--- src/rtl/spi_flash_pkg.sv ---
// -----------------------------------------------------------------------------
// spi_flash_pkg
// Shared constants and types for the SPI NOR flash command sequencer.
//   - flash opcodes and the 2-bit cmd_op encodings
//   - FSM state enum
//   - READ opcode / header length, selected by SPI_FLASH_FAST_READ_EN
//     (defined: 0x0B plus one dummy byte, header 5; undefined: 0x03, header 4)
//   - eff_len(): maps a requested length onto the 1..MAX_LEN range
// -----------------------------------------------------------------------------
package spi_flash_pkg;

   // Flash opcodes
   localparam logic [7:0] OPC_READ      = 8'h03;
   localparam logic [7:0] OPC_FAST_READ = 8'h0B;
   localparam logic [7:0] OPC_RDID      = 8'h9F;
   localparam logic [7:0] OPC_RDSR      = 8'h05;
   localparam logic [7:0] OPC_WREN      = 8'h06;

   // cmd_op encodings
   localparam logic [1:0] OP_READ = 2'd0;
   localparam logic [1:0] OP_RDID = 2'd1;
   localparam logic [1:0] OP_RDSR = 2'd2;
   localparam logic [1:0] OP_WREN = 2'd3;

   localparam int MAX_LEN = 256;
   // Byte index width: max frame is 5 header + 256 data + 1 trailing load.
   localparam int IDX_W   = 9;

`ifdef SPI_FLASH_FAST_READ_EN
   localparam logic [7:0] READ_OPC     = OPC_FAST_READ;
   localparam logic [3:0] READ_HDR_LEN = 4'd5;
`else
   localparam logic [7:0] READ_OPC     = OPC_READ;
   localparam logic [3:0] READ_HDR_LEN = 4'd4;
`endif

   typedef enum logic [2:0] {
      ST_IDLE,
      ST_START,
      ST_XFER,
      ST_STOP,
      ST_FLUSH,
      ST_GAP
   } state_e;

   // Zero-length requests read one byte; anything above MAX_LEN is clamped so
   // the index counters can never run past the largest legal frame.
   function automatic logic [IDX_W-1:0] eff_len(input logic [IDX_W-1:0] len);
      if (len == '0)
         return IDX_W'(1);
      else if (len > IDX_W'(MAX_LEN))
         return IDX_W'(MAX_LEN);
      else
         return len;
   endfunction

endpackage

--- src/rtl/spi_flash_hdr.sv ---
// -----------------------------------------------------------------------------
// spi_flash_hdr
// Combinational header-byte mux. Given the command, its address and a 1-based
// byte number within the frame, returns the byte to transmit. Every byte past
// the header (dummy and data positions) is 0x00. Also reports the header length.
// Ports:
//   op_i      cmd_op encoding
//   addr_i    24-bit flash address (used by READ only)
//   idx_i     1-based frame byte number
//   byte_o    transmit byte for that position
//   hdr_len_o number of header bytes for op_i
// Honors SPI_FLASH_FAST_READ_EN through the package READ constants.
// -----------------------------------------------------------------------------
module spi_flash_hdr
   import spi_flash_pkg::*;
(
   input  logic [1:0]       op_i,
   input  logic [23:0]      addr_i,
   input  logic [IDX_W-1:0] idx_i,
   output logic [7:0]       byte_o,
   output logic [3:0]       hdr_len_o
);

   logic is_read;

   assign is_read = (op_i == OP_READ);

   always_comb begin
      hdr_len_o = is_read ? READ_HDR_LEN : 4'd1;
      byte_o    = 8'h00;
      case (idx_i)
         IDX_W'(1): begin
            case (op_i)
               OP_READ: byte_o = READ_OPC;
               OP_RDID: byte_o = OPC_RDID;
               OP_RDSR: byte_o = OPC_RDSR;
               default: byte_o = OPC_WREN;
            endcase
         end
         IDX_W'(2): if (is_read) byte_o = addr_i[23:16];
         IDX_W'(3): if (is_read) byte_o = addr_i[15:8];
         IDX_W'(4): if (is_read) byte_o = addr_i[7:0];
         // fast-read dummy byte and all data bytes transmit 0x00
         default:   byte_o = 8'h00;
      endcase
   end

endmodule

--- src/rtl/spi_flash_ctrl.sv ---
// -----------------------------------------------------------------------------
// spi_flash_ctrl
// Command sequencer upstream of the SPI byte engine. Accepts one flash command
// at a time, frames it with spi_en, feeds header/filler bytes on each engine
// load and returns data bytes as a one-cycle rd_valid stream.
// Optional feature macro: SPI_FLASH_FAST_READ_EN (READ uses 0x0B + dummy byte).
// Parameters:
//   CS_GAP        minimum cycles spi_en stays low between frames (default 4)
// Ports:
//   sclk_i        system / byte-engine clock
//   rst_n_i       synchronous active-low reset
//   cmd_valid_i   request present
//   cmd_ready_o   high only while idle; accept on cmd_valid_i & cmd_ready_o
//   cmd_op_i      0=READ 1=READ_ID 2=READ_STATUS 3=WRITE_EN
//   cmd_addr_i    flash byte address (READ)
//   cmd_len_i     data bytes to read, 0 treated as 1 (ignored for WRITE_EN)
//   rd_data_o     received data byte
//   rd_valid_o    one-cycle strobe per data byte
//   done_o        one-cycle strobe at frame completion
//   busy_o        high from acceptance until back in idle
//   spi_en_o      byte-engine frame enable
//   spi_txbyte_o  byte offered to the engine
//   spi_flag_i    engine flag: rise = tx byte loaded, fall = rx byte published
//   spi_rxbyte_i  engine received byte
// -----------------------------------------------------------------------------
module spi_flash_ctrl
   import spi_flash_pkg::*;
#(
   parameter int CS_GAP = 4
) (
   input  logic        sclk_i,
   input  logic        rst_n_i,
   input  logic        cmd_valid_i,
   output logic        cmd_ready_o,
   input  logic [1:0]  cmd_op_i,
   input  logic [23:0] cmd_addr_i,
   input  logic [8:0]  cmd_len_i,
   output logic [7:0]  rd_data_o,
   output logic        rd_valid_o,
   output logic        done_o,
   output logic        busy_o,
   output logic        spi_en_o,
   output logic [7:0]  spi_txbyte_o,
   input  logic        spi_flag_i,
   input  logic [7:0]  spi_rxbyte_i
);

   localparam int GAP_W = $clog2(CS_GAP + 2) + 1;

   state_e           state_q;
   logic [1:0]       op_q;
   logic [23:0]      addr_q;
   logic [IDX_W-1:0] total_q;    // T: header + data bytes
   logic [3:0]       hdr_len_q;
   logic [IDX_W-1:0] tx_idx_q;   // load events seen this frame
   logic [IDX_W-1:0] rx_idx_q;   // rx bytes consumed this frame
   logic [GAP_W-1:0] wait_q;     // FLUSH / GAP cycle counter
   logic             flag_q;
   logic             cmd_ready_q;
   logic             busy_q;
   logic             spi_en_q;
   logic [7:0]       spi_txbyte_q;
   logic [7:0]       rd_data_q;
   logic             rd_valid_q;
   logic             done_q;

   logic             load_ev;
   logic             done_ev;
   logic             in_idle;
   logic             accept;
   logic [1:0]       hdr_op;
   logic [23:0]      hdr_addr;
   logic [IDX_W-1:0] hdr_idx;
   logic [7:0]       hdr_byte;
   logic [3:0]       hdr_len;
   logic [IDX_W-1:0] total_d;
   logic [IDX_W-1:0] rx_next;
   logic [IDX_W-1:0] hdr_len_ext;

   assign load_ev = spi_flag_i & ~flag_q;
   assign done_ev = ~spi_flag_i & flag_q;
   assign in_idle = (state_q == ST_IDLE);
   assign accept  = in_idle & cmd_valid_i & cmd_ready_q;

   // While idle the mux looks at the live request so byte 1 can be presented
   // on the acceptance edge; afterwards it follows the latched command and
   // yields the byte after the one just loaded.
   assign hdr_op   = in_idle ? cmd_op_i   : op_q;
   assign hdr_addr = in_idle ? cmd_addr_i : addr_q;
   assign hdr_idx  = in_idle ? IDX_W'(1)  : tx_idx_q + IDX_W'(2);

   assign total_d = (cmd_op_i == OP_WREN) ? IDX_W'(1)
                                          : {(IDX_W-4)'(0), hdr_len} + eff_len(cmd_len_i);
   assign rx_next     = rx_idx_q + IDX_W'(1);
   assign hdr_len_ext = {(IDX_W-4)'(0), hdr_len_q};

   spi_flash_hdr u_hdr (
      .op_i      (hdr_op),
      .addr_i    (hdr_addr),
      .idx_i     (hdr_idx),
      .byte_o    (hdr_byte),
      .hdr_len_o (hdr_len)
   );

   always_ff @(posedge sclk_i) begin
      if (!rst_n_i) begin
         state_q      <= ST_IDLE;
         op_q         <= OP_READ;
         addr_q       <= '0;
         total_q      <= '0;
         hdr_len_q    <= '0;
         tx_idx_q     <= '0;
         rx_idx_q     <= '0;
         wait_q       <= '0;
         flag_q       <= 1'b0;
         cmd_ready_q  <= 1'b0;
         busy_q       <= 1'b0;
         spi_en_q     <= 1'b0;
         spi_txbyte_q <= 8'h00;
         rd_data_q    <= 8'h00;
         rd_valid_q   <= 1'b0;
         done_q       <= 1'b0;
      end else begin
         flag_q     <= spi_flag_i;
         rd_valid_q <= 1'b0;
         done_q     <= 1'b0;
         case (state_q)
            ST_IDLE: begin
               if (accept) begin
                  op_q         <= cmd_op_i;
                  addr_q       <= cmd_addr_i;
                  total_q      <= total_d;
                  hdr_len_q    <= hdr_len;
                  tx_idx_q     <= '0;
                  rx_idx_q     <= '0;
                  spi_en_q     <= 1'b1;
                  spi_txbyte_q <= hdr_byte;
                  busy_q       <= 1'b1;
                  cmd_ready_q  <= 1'b0;
                  state_q      <= ST_START;
               end else begin
                  cmd_ready_q  <= 1'b1;
               end
            end

            // START shares the event handling so an engine that loads on its
            // very first cycle is not missed.
            ST_START, ST_XFER: begin
               state_q <= ST_XFER;
               // Byte T arrives after the frame closes and is taken in FLUSH.
               if (done_ev && (rx_next < total_q)) begin
                  rx_idx_q <= rx_next;
                  if (rx_next > hdr_len_ext) begin
                     rd_data_q  <= spi_rxbyte_i;
                     rd_valid_q <= 1'b1;
                  end
               end
               if (load_ev) begin
                  tx_idx_q     <= tx_idx_q + IDX_W'(1);
                  spi_txbyte_q <= hdr_byte;
                  // Load T+1 is the trailing filler that clocks out byte T.
                  if (tx_idx_q == total_q) begin
                     spi_en_q     <= 1'b0;
                     spi_txbyte_q <= 8'h00;
                     state_q      <= ST_STOP;
                  end
               end
            end

            ST_STOP: begin
               wait_q  <= '0;
               state_q <= ST_FLUSH;
            end

            // Give the engine two cycles to publish the final rx byte.
            ST_FLUSH: begin
               if (wait_q == GAP_W'(1)) begin
                  if (total_q > hdr_len_ext) begin
                     rd_data_q  <= spi_rxbyte_i;
                     rd_valid_q <= 1'b1;
                  end
                  done_q  <= 1'b1;
                  wait_q  <= '0;
                  state_q <= ST_GAP;
               end else begin
                  wait_q  <= wait_q + GAP_W'(1);
               end
            end

            // Counting to CS_GAP (not CS_GAP-1) places cmd_ready CS_GAP+1
            // cycles after done.
            ST_GAP: begin
               if (wait_q == GAP_W'(CS_GAP)) begin
                  busy_q      <= 1'b0;
                  cmd_ready_q <= 1'b1;
                  state_q     <= ST_IDLE;
               end else begin
                  wait_q      <= wait_q + GAP_W'(1);
               end
            end

            default: state_q <= ST_IDLE;
         endcase
      end
   end

   assign cmd_ready_o  = cmd_ready_q;
   assign busy_o       = busy_q;
   assign spi_en_o     = spi_en_q;
   assign spi_txbyte_o = spi_txbyte_q;
   assign rd_data_o    = rd_data_q;
   assign rd_valid_o   = rd_valid_q;
   assign done_o       = done_q;

endmodule

--- config.mk ---
export PLATFORM = sky130hd
export DESIGN_NAME = spi_flash_ctrl
export DESIGN_NICKNAME = d
export VERILOG_FILES = /design/src/rtl/spi_flash_pkg.sv /design/src/rtl/spi_flash_hdr.sv /design/src/rtl/spi_flash_ctrl.sv
export SDC_FILE = /design/constraint.sdc
export NUM_CORES = 1
export LEC_CHECK = 0
export CORE_UTILIZATION = 49
export CTS_CLUSTER_SIZE = 25
export DETAILED_ROUTE_END_ITERATION = 8
export PLACE_DENSITY = 0.74
export SLEW_MARGIN = 20
export SYNTH_ARGS = -nofsm -noshare
export SYNTH_HDL_FRONTEND = slang
export SYNTH_SLANG_ARGS = --single-unit
--- constraint.sdc ---
create_clock -name sclk_i -period 3 [get_ports sclk_i]
set_clock_uncertainty 0.15 [all_clocks]
set_input_delay 0.75 -clock sclk_i [delete_from_list [all_inputs] [get_ports sclk_i]]
set_output_delay 0.75 -clock sclk_i [all_outputs]
set_load 0.01 [all_outputs]
==> flow_summary.json <==
{
  "rsz0062_at_grt": "true",
  "syn_area_per_cell_um2": 7.85,
  "ff2ff_path_depth": 11,
  "r2r_start": "rx_idx_q[1]",
  "grt_antenna_before_repair": 0,
  "wl_met2_mm": 5.08,
  "tns_ns": -0.00156,
  "run_status": "finished with violations",
  "grt_max_degree": 34,
  "die-area_um2": 9340,
  "whs_ns": 0.309,
  "root_buffer": "clkbuf_8",
  "synth_edf_count": 0,
  "antennaDiodeCount": 0,
  "cts_max_level": 3,
  "critPathMaxStageDelay_ns": 0.49,
  "r2r_slack_ns": -0.002,
  "ir_drop_v": 0.000235,
  "top_layer": "met4",
  "mostFrequentLayoutCells": "108 x nand2_1, 79 x dfxtp_1, 67 x clkdlybuf4s50_1, 49 x a21oi_1, 35 x nor2_1",
  "drive_gt1_share_pct": 10.3,
  "hold_end": "addr_q[8]",
  "min_from": "addr_q[8]",
  "worstSkewPairLatency_ns": 0.36,
  "drt_iter0_drc": 268,
  "critPathLaunchType": "flop",
  "pre_cts_ws_ns": -0.0655,
  "n_fill_cell": 765,
  "endpoint_kind": "flop",
  "tightest_slew_ns": 0.593,
  "setup_viol": 1,
  "drc_errors": 0,
  "wl_met3_um": 404,
  "gp_congestion": 0.841,
  "share_comb_of_total_power_pct": 16.9,
  "cts_max_path_buffers": 2,
  "crit_arrival_ns": 3.14,
  "grt_overflow": 0,
  "io_pins": 68,
  "routed-via-count": 4131,
  "multiInputGateArea_um2": 2590,
  "power_density_nw_per_um2": 420,
  "design_area_um2": 5560,
  "seq_area_frac_synth_pct": 38.3,
  "cts_buffers": 9,
  "drv_cap": 0,
  "swShare_pct": 29.2,
  "cts.sinks": 84,
  "synth_nets": 625,
  "period_needed_ns": 3.00,
  "tritoncts": "built",
  "synth-seq-cells": 84,
  "worstHoldPathCells": 2,
  "clock.fmax_mhz": 333,
  "synthArstFlopShare_pct": 0,
  "start_util_pct": 50.6,
  "drtPass1Iterations": 5,
  "cp_max_fo": 5,
  "timing_hold_violations_final": 0,
  "netlist_area_um2": 4390,
  "postCtsHoldBufs": 0,
  "worst-setup-path-type": "flop to flop",
  "finalCritPeriodShare_pct": 100,
  "clkTransAtPathRegs_ns": 0.09,
  "intPower_w": 0.00165,
  "postSynthCellCount": 559,
  "yosys_warnings": 0,
  "wirelength_met1_mm": 5.16,
  "grt_usage_pct": 23.5,
  "die_x_um": 96.6,
  "mostFrequentLayoutCell": "nand2_1",
  "clkPwrFrac_pct": 32.3,
  "worstPathRequired_ns": 3.14,
  "die_height_um": 96.6,
  "p_seq_share_pct": 50.8,
  "post_synth_num_cell_types": 50,
  "core-area_um2": 8680,
  "cp_slowest_cell": "or4_1",
  "drv_slew": 0,
  "hold_class": "flop to flop",
  "p_leak_nw": 2.11,
  "place_inst": 728,
  "grt_pass1_vias": 3901,
  "dp_hpwl_mm": 7.96,
  "via_per_inst": 5.51,
  "grt_first_pass_wirelength_mm": 18.3,
  "violations": "negative setup slack",
  "routed_wl_mm": 10.8,
  "syn2layout_area_growth_pct": 26.6,
  "regArea_um2": 1690,
  "timing.final.ws_setup_ns": -0.00156,
  "num_rows": 34,
  "final_antenna_net_count": 0,
  "wl_per_cell_um": 14.4,
  "placed_area_um2": 5270,
  "path_cells": "ha_4, nand3_2, xnor2_2, ha_1, a21o_1, a21oi_2, o21ai_1, a2111o_1, a221o_1, or4_1, o211ai_1",
  "synth-main-ff-cell": "dfxtp_1",
  "fin_nets": 703,
  "max-slew-margin-rel_pct": 60.3,
  "instances_no_fill": 750,
  "p_sw_w": 0.000682,
  "portBuffers": 67,
  "r2r-end": "rx_idx_q[6]"
}
-- area by class of cell --
cell class,instances,share of cell area (%)
multi-input cells,430,46.7
clock inverters,7,1.13
clock buffers,9,2.23
repair buffers,95,15.9
inverters,17,1.15
flip-flops and latches,84,30.5
well taps,108,2.43
-- state kept, by name (all words and copies together), names as in the netlist, 2 cells and up --
signal and cells:
rx_idx_q 9, op_q 2, addr_q 24, state_q 3, rd_data_o 8, tx_idx_q 9
spi_txbyte_o 8, wait_q 4, total_q 9, hdr_len_q 2
-- power groups by stage --
stage	clock network, W	registers (W)	logic [W]
5_1_grt	0.000817	0.00119	0.000435
2_1_floorplan	0	0.00121	0.000211
4_1_cts	0.000766	0.00119	0.000389
3_5_place_dp	0	0.00121	0.000386
6_report	0.000754	0.00119	0.000395
3_3_place_gp	0	0.00121	0.000380
-- metal layers --
| metal | global-route usage [%] | vias to the layer above |
|---|---|---|
| met5 | 0 | - |
| met4 | 8.96 | 0 |
| met3 | 3.03 | 21 |
| met2 | 37.5 | 98 |
| met1 | 32.2 | 1908 |
| li1 | - | 2104 |
-- per-stage QoR --
step,total power (W),utilization (%)
after floorplan,0.00142,-
after global placement,0.00159,60.8
after detailed placement,0.00160,60.8
after CTS,0.00234,63.2
after global routing,0.00245,64.0
final,0.00234,64.0
-- worst max-delay path by stage --
stage	start	endpoint	slack, ns	depth (start not counted)
4_1_cts	rx_idx_q[1]	rx_idx_q[6]	0.01	12
5_1_grt	rx_idx_q[1]	rx_idx_q[6]	-0.11	12
2_1_floorplan	rx_idx_q[1]	rx_idx_q[6]	0.01	12
3_5_place_dp	rx_idx_q[1]	rx_idx_q[6]	-0.07	11
3_3_place_gp	rx_idx_q[1]	rx_idx_q[6]	0.008	11
6_report	rx_idx_q[1]	rx_idx_q[6]	-0.002	11
-- cell usage after synthesis (all sizes together), types with 3 or more instances --
| cell | number | area (um2) |
|---|---|---|
| a211oi | 3 | 22.5 |
| a21o | 8 | 60.1 |
| a21oi | 50 | 250 |
| a22oi | 3 | 22.5 |
| a31oi | 3 | 18.8 |
| and2 | 3 | 18.8 |
| and3 | 4 | 25.0 |
| buf | 6 | 32.5 |
| clkbuf | 22 | 82.6 |
| dfxtp | 84 | 1680 |
| ha | 19 | 238 |
| inv | 17 | 63.8 |
| mux2i | 17 | 170 |
| nand2 | 109 | 409 |
| nand2b | 7 | 43.8 |
| nand3 | 29 | 145 |
| nand3b | 4 | 30.0 |
| nand4 | 8 | 65.1 |
| nor2 | 37 | 139 |
| nor2b | 5 | 31.3 |
| nor3 | 12 | 60.1 |
| nor4 | 4 | 25.0 |
| o211ai | 5 | 37.5 |
| o21ai | 32 | 164 |
| o22ai | 8 | 50.1 |
| or3 | 6 | 37.5 |
| xnor2 | 13 | 114 |
| xor2 | 18 | 158 |
-- worst max-delay path: cells and delay by family (launching register included) --
kind / cells / cell delay (ns)
AOI/OAI and AO/OA: 6 / 1.22
adders and majority gates: 2 / 0.45
xor gates and xnor gates: 1 / 0.15
and+or+nand+nor: 2 / 0.58
DFF: 1 / 0.37
-- cells by family (layout without fill, tap and decap cells) --
| group | Yosys count | count (layout) | share of synthesized area [%] |
|---|---|---|---|
| flops | 84 | 84 | 38.3 |
| buf+inv | 45 | 128 | 4.08 |
| xor+xnor | 31 | 31 | 6.19 |
| compound gates | 127 | 127 | 17.2 |
| mux | 17 | 17 | 3.88 |
| fa+ha+maj | 19 | 19 | 5.42 |
| simple gates | 236 | 236 | 24.9 |
-- what timing repair did --
action,CTS,global route
endpoints found under the setup margin,4,4
gates resized for setup,6,9
pin swaps,1,6
buffers inserted,2,4
Power figures use the tool's default switching activity.
